$ cat src/rtl/fancy_timer_sched.sv
// Shared countdown engine: round-robin grants one requester, counts (delay+1)*UNIT
// cycles, then holds that requester's done until it acknowledges.
module fancy_timer_sched #(
    parameter int NREQ = 4,
    parameter int UNIT = 1000,
    parameter int DW   = 4
) (
    input  logic               clk,
    input  logic               reset_n,
    input  logic [NREQ-1:0]    req,
    input  logic [NREQ*DW-1:0] delay,
    input  logic               abort,
    input  logic [NREQ-1:0]    ack,
    output logic [NREQ-1:0]    grant,
    output logic [2:0]         cur_id,
    output logic               busy,
    output logic               counting,
    output logic [DW-1:0]      count,
    output logic [NREQ-1:0]    done
);

    localparam int FW = (UNIT > 1) ? $clog2(UNIT) : 1;
    localparam logic [FW-1:0] F_LAST = FW'(UNIT - 1);

    typedef enum logic [1:0] {IDLE, COUNT, WAIT} state_t;

    state_t          state;
    logic [2:0]      rr_ptr;
    logic [DW-1:0]   scount;
    logic [FW-1:0]   fcount;
    logic            found;
    logic [2:0]      winner;
    logic [NREQ-1:0] own_vec;
    logic            own_ack;

    function automatic logic [2:0] next_id(input logic [2:0] id);
        return (int'(id) + 1 >= NREQ) ? 3'd0 : id + 3'd1;
    endfunction

    // First requesting index at or after rr_ptr, wrapping modulo NREQ.
    always_comb begin
        found  = 1'b0;
        winner = '0;
        for (int k = 0; k < NREQ; k++) begin
            if (!found && req[(int'(rr_ptr) + k) % NREQ]) begin
                found  = 1'b1;
                winner = 3'((int'(rr_ptr) + k) % NREQ);
            end
        end
    end

    assign grant    = (state == IDLE && found) ? (NREQ'(1) << winner) : '0;
    assign own_vec  = NREQ'(1) << cur_id;
    assign own_ack  = |(ack & own_vec);
    assign busy     = (state != IDLE);
    assign counting = (state == COUNT);
    assign count    = (state == COUNT) ? scount : '0;
    assign done     = (state == WAIT) ? own_vec : '0;

    always_ff @(posedge clk or negedge reset_n) begin
        if (!reset_n) begin
            state  <= IDLE;
            rr_ptr <= '0;
            cur_id <= '0;
            scount <= '0;
            fcount <= '0;
        end else begin
            case (state)
                IDLE: begin
                    if (found) begin
                        cur_id <= winner;
                        scount <= delay[int'(winner)*DW +: DW];
                        fcount <= '0;
                        state  <= COUNT;
                    end
                end
                COUNT: begin
                    // Abort wins even in the cycle the count would expire.
                    if (abort) begin
                        state  <= IDLE;
                        rr_ptr <= next_id(cur_id);
                        scount <= '0;
                        fcount <= '0;
                    end else if (fcount == F_LAST) begin
                        fcount <= '0;
                        if (scount == '0) state <= WAIT;
                        else              scount <= scount - 1'b1;
                    end else begin
                        fcount <= fcount + 1'b1;
                    end
                end
                WAIT: begin
                    if (own_ack) begin
                        state  <= IDLE;
                        rr_ptr <= next_id(cur_id);
                    end
                end
                default: state <= IDLE;
            endcase
        end
    end

endmodule

$ cat config.mk
export PLATFORM = sky130hd
export DESIGN_NAME = fancy_timer_sched
export DESIGN_NICKNAME = d
export VERILOG_FILES = /design/src/rtl/fancy_timer_sched.sv
export SDC_FILE = /design/constraint.sdc
export NUM_CORES = 1
export LEC_CHECK = 0
export ABC_AREA = 1
export CAP_MARGIN = 5
export CORE_MARGIN = 2
export CORE_UTILIZATION = 45
export DETAILED_ROUTE_END_ITERATION = 8
export PLACE_DENSITY = 0.77
export SLEW_MARGIN = 20
export SYNTH_ARGS = -nofsm -noshare
export SYNTH_HDL_FRONTEND = slang
export SYNTH_SLANG_ARGS = --single-unit
$ cat constraint.sdc
create_clock -name clk -period 2.1 [get_ports clk]
set_input_delay 0.315 -clock clk [delete_from_list [all_inputs] [get_ports clk]]
set_output_delay 0.315 -clock clk [all_outputs]
set_load 0.005 [all_outputs]
==> results of run 1 <==
[cell usage after synthesis]
cell type	instances	area [µm²]
sky130_fd_sc_hd__a211oi_1	1	7.51
sky130_fd_sc_hd__a21oi_1	8	40.0
sky130_fd_sc_hd__a21oi_2	1	8.76
sky130_fd_sc_hd__a22o_1	1	8.76
sky130_fd_sc_hd__a31oi_1	1	6.26
sky130_fd_sc_hd__and3_1	2	12.5
sky130_fd_sc_hd__buf_2	1	5.00
sky130_fd_sc_hd__buf_4	2	15.0
sky130_fd_sc_hd__conb_1	1	3.75
sky130_fd_sc_hd__dfrtp_1	20	500
sky130_fd_sc_hd__ha_1	7	87.6
sky130_fd_sc_hd__inv_1	54	203
sky130_fd_sc_hd__inv_2	5	18.8
sky130_fd_sc_hd__nand2_1	64	240
sky130_fd_sc_hd__nand2_2	10	62.6
sky130_fd_sc_hd__nand2_4	2	22.5
sky130_fd_sc_hd__nand3_1	29	145
sky130_fd_sc_hd__nand3_2	4	40.0
sky130_fd_sc_hd__nand4_1	4	25.0
sky130_fd_sc_hd__nor2_1	29	109
sky130_fd_sc_hd__nor2_2	3	18.8
sky130_fd_sc_hd__nor2_4	1	11.3
sky130_fd_sc_hd__nor3_1	6	30.0
sky130_fd_sc_hd__nor3_4	1	16.3
sky130_fd_sc_hd__nor3b_1	2	15.0
sky130_fd_sc_hd__nor4_1	1	6.26
sky130_fd_sc_hd__o21a_1	1	7.51
sky130_fd_sc_hd__o21ai_0	9	45.0
sky130_fd_sc_hd__o21ai_1	3	15.0
sky130_fd_sc_hd__o21bai_1	1	7.51
sky130_fd_sc_hd__o32ai_1	1	8.76
sky130_fd_sc_hd__xnor2_1	1	8.76
sky130_fd_sc_hd__xor2_1	1	8.76
[report_power, final]
part / internal, mW / switching (mW) / total [mW]
logic: 1.70 / 2.18 / 3.89
clock network: 0.255 / 0.140 / 0.395
registers: 0.504 / 0.145 / 0.649
total: 2.46 / 2.47 / 4.93
[layout make-up]
cell class / instances / area, µm²
clock buffer: 3 / 41.3
clock inverter: 1 / 30.0
fill: 231 / 691
inverter: 59 / 241
multi-input combinational: 195 / 1380
sequential: 20 / 504
tap: 48 / 60.1
timing repair buffer: 84 / 769
[kinds of logic (layout without fill, tap and decap cells)]
logic type               count (synthesis)  count (layout)  share of synthesized area, %
AND/OR/NAND/NOR                        158             158                          42.9
other                                    1               1                         0.213
AO/OA/AOI/OAI                           27              27                          8.81
XOR/XNOR                                 2               2                         0.995
buffers and inverters                   62             147                          13.7
flip-flops                              20              20                          28.4
adder cells (fa/ha/maj)                  7               7                          4.97
[how the worst max path moves through the flow]
stage | from | to | slack, ns | cells after the start
after detailed placement | req[2] | grant[1] | -0.52 | 13
after CTS | rr_ptr[0]$_DFFE_PN0P_ | grant[0] | -0.15 | 13
after global placement | req[2] | grant[1] | -0.50 | 13
after floorplan | rr_ptr[0]$_DFFE_PN0P_ | grant[0] | 0.30 | 12
after global routing | rr_ptr[0]$_DFFE_PN0P_ | grant[0] | -0.32 | 13
final | req[0] | grant[0] | -0.28 | 13
[through the flow]
stage                     utilization [%]  hold slack [ns]
final                                81.4            0.400
after global routing                 81.4            0.431
after CTS                            74.7            0.414
after detailed placement             65.2            0.514
after global placement               65.2            0.506
after floorplan                         -           0.0194
[metal layers]
layer  vias to the layer above  wire length (µm)  global-route usage [%]
li1                       1034                 -                       -
met1                      1021              2580                    31.4
met2                       109              3480                    48.1
met3                        27               348                    2.87
met4                         0               251                    15.8
met5                         -                 0                       0
[flip-flops by register name (all words and copies together) (netlist names)]
name,flops
scount,4
cur_id,2
state,2
rr_ptr,2
fcount,10
[worst max-delay path: cells and delay by family]
family | cells | cell delay [ns]
and+or+nand+nor | 9 | 0.89
buffers and inverters | 4 | 0.84
[timing repair]
action                                  in CTS  in global routing
endpoints found under the setup margin       4                 22
pin swaps                                   25                 29
setup buffers                                9                  9
cloned                                       1                  0
resized for setup                           71                 55
==> results.txt, run 1 <==
* Wire length of the first global-routing pass: 9230 µm
- CTS placed an instance of sky130_fd_sc_hd__clkbuf_8 at the clock tree root.
* Final GP Congestion: 0.860
- Final count of pins violating max slew: 0
- Total iterations of the first detailed-routing run: 6
* Number of antenna cells inserted: 0
* Critical path data required time: 1.78 ns
* Crit-path slowest cell: sky130_fd_sc_hd__clkdlybuf4s50_1
- Number of nets at the end of the flow: 397
- Worst Path Class, Setup: primary input to primary output
* Most common cell after layout, fill and taps aside: sky130_fd_sc_hd__inv_1
- Power spread over the standard cell area amounts to 1630 mW/mm².
- Across the VDD grid, the largest voltage drop is 930 µV.
- Total via count after detailed routing: 2191
- Clock-pin slew on the worst setup and hold paths: 0.08 ns
- 44 I/O pins were placed.
* HPWL reported at the end of detailed placement: 3680 µm
* Area enclosed by the die boundary: 0.00443 mm²
- Across the run, the number of max-cap violations was 0.
- The worst path in the final design needs a cycle of 2.38 ns, including I/O delays and setup.
- Top library cells by usage in the layout, fill and taps aside: sky130_fd_sc_hd__inv_1, sky130_fd_sc_hd__nand2_1, sky130_fd_sc_hd__clkdlybuf4s50_1
- Setup repair after global routing missed its margin: yes
- Placed cells: 389
* Initial Utilization: 47.4%
- Summed over all layers, the global routing overflow is 0.
* Core region area: 0.00372 mm²
- Between clock sinks in the finished design, the worst skew comes to 0.00349 ns.
* Wire length per cell after detailed routing: 16.2 µm
- CTS Hold Buffers Added: 0
- The finished layout holds 410 standard cells, fillers aside.
* Depth of the worst register-to-register path: 15
- In this run the static leakage power is 1.51 nW.
- In the final timing run, aggregate negative setup slack is -2.65 ns.
* Ratio of cells with drive above 1 in the final layout: 35.4%
- The detailed router finished its first iteration with 154 violations.
- The number of failing hold endpoints at the final stage came to 0.
- The largest single stage delay on the critical path is 0.44 ns.
- Synthesis produced a netlist whose cell count is 277.
* Nets in the synthesized netlist: 311
- For this run, the number of Yosys warnings is 0.
- The min-delay analysis places its worst path in the category primary input to asynchronous set/reset pin.
- Clock tree synthesis inserted a total of 3 buffers.
- At the placement stage, the worst setup path has a slack of -0.517 ns.
* Antenna violations before repair: 0
- Summing internal, switching and leakage power gives 4.93 mW.
- The startpoint identified for the worst register-to-register timing path is rr_ptr[0]$_DFFE_PN0P_.
- After synthesis, flip-flops and latches occupy 28.4% of the total area.
- After routing the design area is 0.00303 mm².
- Data arrives at the worst endpoint at 2.07 ns.
- Height of the chip: 66.5 µm
- Setup violations remaining at the end of the flow were counted as 18.
* Rows: 22
- The cell area that synthesis handed to floorplanning was 0.00176 mm².
- Failing checks: setup timing
- Slack of the worst reg-to-reg path: -0.20 ns
* Number of clock sinks: 20
- No sink is reached through more buffers than the 2 on the longest clock path.
- Wires add up to 6660 µm.
* Fmax: 420 MHz
* Port buffer count: 42
- Worst setup SP type: primary input
- TritonCTS built the clock tree.
- Period Utilization, post-route: 114%
- The average instance in the mapped netlist occupies 6.36 µm².
* Endpoint of the worst-slack reg-to-reg timing path: fcount[7]$_DFFE_PN0P_
- Synthesis inferred 20 register bits.
- Horizontal extent of the die: 66.5 µm
- Largest net degree at the start of global routing: 21
- Sequence of cells on the critical path: clkdlybuf4s50_1, inv_1, nand2_4, nand3_4, nand2_4, nor2_4, nand3_4, nand2_4, nand2_4, inv_6, nand2_4, nor2_2, buf_2
- In this run the number of H-tree levels came out at 1.
- In this run the worst path has a maximum fanout of 3.
* Netlist cell types: 33
- The count of nets left with antenna violations once routing finished came out at 0.
- Area of placed instances: 0.00242 mm²
* Post-route worst setup slack: -0.284 ns
* Insertion delay to the later sink of the worst-skew pair: 0.26 ns
* Result of the run: finished, violations left
* Layout overhead on the synthesized area: 71.9%
* Most frequent CP cell: sky130_fd_sc_hd__nand2_4
- Vias per cell: 5.34
- Overall global routing resource usage: 27.2%
- Vias in the first global route: 2107
* Crit end category: primary output
- For this run, design rule violations remaining after detail routing come to 0.
(Power assumes the default switching activity.)
==> run 2: changes to the inputs <==
--- a/config.mk
+++ b/config.mk
@@ -7,10 +7,9 @@
 export LEC_CHECK = 0
 export ABC_AREA = 1
 export CAP_MARGIN = 5
-export CORE_MARGIN = 2
 export CORE_UTILIZATION = 45
 export DETAILED_ROUTE_END_ITERATION = 8
-export PLACE_DENSITY = 0.77
+export PLACE_DENSITY = 0.73
 export SLEW_MARGIN = 20
 export SYNTH_ARGS = -nofsm -noshare
 export SYNTH_HDL_FRONTEND = slang
==> run 2 against run 1 <==
The flow still finishes with violations (setup timing). Cell area decreased by 12%. Combinational power down 24%. Clock skew is 0.00084 ns higher. Routed wire length down 33%. Total power is 20% lower. Critical path depth shrank 3. Clock power decreased by 1%. First-iteration DRC count is 25% lower. Sequential cell count is the same. Register-to-register slack better by 0.19 ns. Critical path type is now flip-flop to primary output. Largest cell class unchanged.
==> results.txt, run 2 (synthesis results as in run 1) <==
- Result of the run: finished, violations left
- The final reports fail on setup timing.
- Flip-flop count of the largest register after layout: 10 (unchanged)
- The number of clock buffers inserted by TritonCTS came to 3 (unchanged).
- Top-Level Pins: 44 (unchanged)
* Endpoint of the worst-slack reg-to-reg timing path: scount[3]$_DFFE_PN0P_
- Depth of the worst register-to-register path: 16 (+1)
- From synthesis to final layout, the design area changed by 51.3%.
- The net switching power figure was 1.88 mW (-24%).
- Period Utilization, post-route: 109% (-4.2 points)
* Antenna violations before repair: 0 (unchanged)
- The detailed placer's ending HPWL was 3330 µm (-9.5%).
- The post-cts hold buffer count was 0 (unchanged).
- The worst voltage drop across the vdd grid came to 962 µV (+3.5%).
- The number of endpoints failing setup at the final stage was 5 (-13).
* Clock tree from TritonCTS: done
- The maximum number of buffers from clock root to sink was 2 (unchanged).
* Overall global routing resource usage: 23.3% (-3.9 points)
- Wire length per cell after detailed routing: 11.3 µm (-30%)
- Clock-pin slew on the worst setup and hold paths: 0.08 ns (about the same)
- H-Tree Level Count: 1 (unchanged)
- Post-route antenna net violation count: 0 (unchanged)
- Switching fraction of total power: 47.4% (-2.7 points)
* Top library cells by usage in the layout, fill and taps aside: sky130_fd_sc_hd__inv_1, sky130_fd_sc_hd__nand2_1, sky130_fd_sc_hd__clkdlybuf4s50_1
* Placed cells: 386 (-0.77%)
- Launching element of the worst setup path: rr_ptr[0]$_DFFE_PN0P_
* Critical path data required time: 1.78 ns (about the same)
- The last weighted congestion value of the routability-driven placer was 0.882 (+2.5%).
* Setup repair after global routing missed its margin: yes
* Count of non-filler cells in the finished layout: 397 (-3.2%)
- The worst register-to-register path begins at rr_ptr[0]$_DFFE_PN0P_.
- Slack of the worst reg-to-reg path: -0.01 ns (+0.19 ns)
- The largest driver fanout on the critical path was 5 (+2).
* Comb power frac: 74.2% (-4.6 points)
- The number of failing hold endpoints at the final stage was 0 (unchanged).
* Total power of the final layout: 3.96 mW (-20%)
- The total core area came to 0.00372 mm² (unchanged).
* Fmax: 436 MHz (+3.9%)
- The root buffer cell chosen for the clock tree is sky130_fd_sc_hd__clkbuf_8.
* Wire length of the first global-routing pass: 7740 µm (-16%)
* Largest registers: fcount: 10 flops, scount: 4 flops
* Initial detailed-routing violation count: 115 (-25%)
- The die extent in x came to 64.5 µm (-3.0%).
- The floorplan die height was 64.5 µm (-3.0%).
* Number of maximum-capacitance violations: 0 (unchanged)
* Ratio of cells with drive above 1 in the final layout: 26.6% (-8.7 points)
- Rows: 22 (unchanged)
- STA classifies the critical path endpoint as a primary output.
- Number of clock sinks: 20 (unchanged)
* Hold Path Class: primary input to asynchronous set/reset pin
- The floorplan die area was 0.00417 mm² (-5.9%).
- Global route overflow: 0 (unchanged)
* Insertion delay to the later sink of the worst-skew pair: 0.26 ns (about the same)
- Setup crit end: grant[1]
- The share of the core filled with cells came to 71.7% (-9.7 points).
- The sequential share of power came to 16.0% (+2.8 points).
* Largest net degree at the start of global routing: 21 (unchanged)
- The antenna diode count is 0 (unchanged).
- Power Dens Cells: 1490 mW/mm² (-8.7%)
- Worst hold slack across all endpoints: 0.386 ns (-0.0135 ns)
- Port buffer count: 42 (unchanged)
- The number of global-route vias before repair is 1848 (-12%).
- fcount holds more flip-flops than any other register.
- Total iterations of the first detailed-routing run: 4 (-2)
- STA classifies the critical path startpoint as a flip-flop.
- Vias per cell: 4.92 (-7.8%)
- The number of remaining DRC errors was 0 (unchanged).
- The net count reported at finish is 384 (-3.3%).
- The static leakage came to 1.35 nW (-10%).
* Final count of pins violating max slew: 0 (unchanged)
- Layout fillers: 293 (+27%)
* Detailed-route wire length: 4480 µm (-33%)
* WP data arrival: 1.98 ns (-0.09 ns)
* Share of power burned in the clock network: 9.9% (+1.9 points)
- The minimum clock period is 2.29 ns (-0.0892 ns).
* Area taken by flip-flops and latches: 502 µm² (-0.50%)
- The via count was 1955 (-11%).
- By startpoint and endpoint, the worst setup path is classified as flip-flop to primary output.
* Initial Utilization: 47.4% (unchanged)
- Post-route clock skew: 0.00433 ns (+0.000839 ns)
- The final setup slack of the worst path is -0.194 ns (+0.0892 ns).
- Area of the multi-input gates: 0.00117 mm² (-15%)
- The internal power came to 2.08 mW (-15%).
==> run 2: cell count changes in the layout (fill, tap and decap cells not counted), moves of 4 or more <==
cell                      previous run  this run
sky130_fd_sc_hd__nand3_4             6         2
sky130_fd_sc_hd__nand2_2            10        16
sky130_fd_sc_hd__nor2_1             23        27
sky130_fd_sc_hd__buf_4              34        26
sky130_fd_sc_hd__nand2_1            41        50
sky130_fd_sc_hd__nand2_4            24        10
==> run 2: final cells by class <==
| class | count | area share [%] |
|---|---|---|
| clock buffers | 3 | 1.55 |
| multi-input cells | 195 | 43.9 |
| flip-flops and latches | 20 | 18.8 |
| well taps | 48 | 2.25 |
| clock inverters | 1 | 1.13 |
| repair buffers | 71 | 23.9 |
| inverters | 59 | 8.50 |
==> run 2: how the worst min path moves through the flow <==
stage / start / endpoint / slack (ns) / depth (start not counted)
detailed placement: fcount[3]$_DFFE_PN0P_ / fcount[3]$_DFFE_PN0P_ / 0.51 / 1
global route: reset_n / fcount[2]$_DFFE_PN0P_ / 0.41 / 2
global placement: fcount[3]$_DFFE_PN0P_ / fcount[3]$_DFFE_PN0P_ / 0.51 / 1
finish: reset_n / fcount[2]$_DFFE_PN0P_ / 0.39 / 2
floorplan: reset_n / cur_id[0]$_DFFE_PN0P_ / 0.02 / 0
CTS: reset_n / fcount[2]$_DFFE_PN0P_ / 0.39 / 2
==> run 2: metal layers <==
layer	track usage [%]	share of wire, %	vias to the layer above
met5	0	0	-
met4	10.0	2.3	0
met3	2.11	2.5	10
met2	41.8	50	37
met1	28.2	46	899
li1	-	-	1009
==> run 2: power groups by stage <==
stage               Sequential [mW]  Combinational (mW)  Clock (mW)
floorplan                     0.588                1.51           0
global placement              0.618                2.37           0
detailed placement            0.625                2.42           0
CTS                           0.626                2.78       0.399
global route                  0.645                3.25       0.420
finish                        0.632                2.94       0.391
==> run 2: timing repair <==
| action | 4_1_cts | 5_1_grt |
|---|---|---|
| setup buffers | 6 | 1 |
| pin swaps | 15 | 13 |
| resized for setup | 49 | 15 |
| setup endpoints to repair | 4 | 13 |
==> run 2: per-stage QoR <==
step	instance area [µm²]	setup TNS, ns	setup WS [ns]
CTS	2610	-0.424	-0.134
finish	2660	-0.599	-0.194
global route	2660	-1.57	-0.256
detailed placement	2390	-1.80	-0.481
global placement	2390	-1.58	-0.410
floorplan	1760	0	0.304
==> run 2: worst max-delay path: stages, from the launching register on <==
cell and delay [ns]:
sky130_fd_sc_hd__dfrtp_2 0.50, sky130_fd_sc_hd__buf_6 0.15, sky130_fd_sc_hd__o21ai_1 0.20, sky130_fd_sc_hd__nand2_2 0.10, sky130_fd_sc_hd__nand2_4 0.09, sky130_fd_sc_hd__nor2_4 0.05, sky130_fd_sc_hd__nand3_2 0.08, sky130_fd_sc_hd__nand3_2 0.10
sky130_fd_sc_hd__buf_4 0.17, sky130_fd_sc_hd__nor3_2 0.15, sky130_fd_sc_hd__buf_2 0.13
==> run 3: changes to the inputs <==
--- a/config.mk
+++ b/config.mk
@@ -10,7 +10,7 @@
 export CORE_UTILIZATION = 45
 export DETAILED_ROUTE_END_ITERATION = 8
 export PLACE_DENSITY = 0.73
-export SLEW_MARGIN = 20
+export SLEW_MARGIN = 5
 export SYNTH_ARGS = -nofsm -noshare
 export SYNTH_HDL_FRONTEND = slang
 export SYNTH_SLANG_ARGS = --single-unit
==> results of run 3 <==
Same layout as run 2: the final DEF is identical, and so are final timing and power.
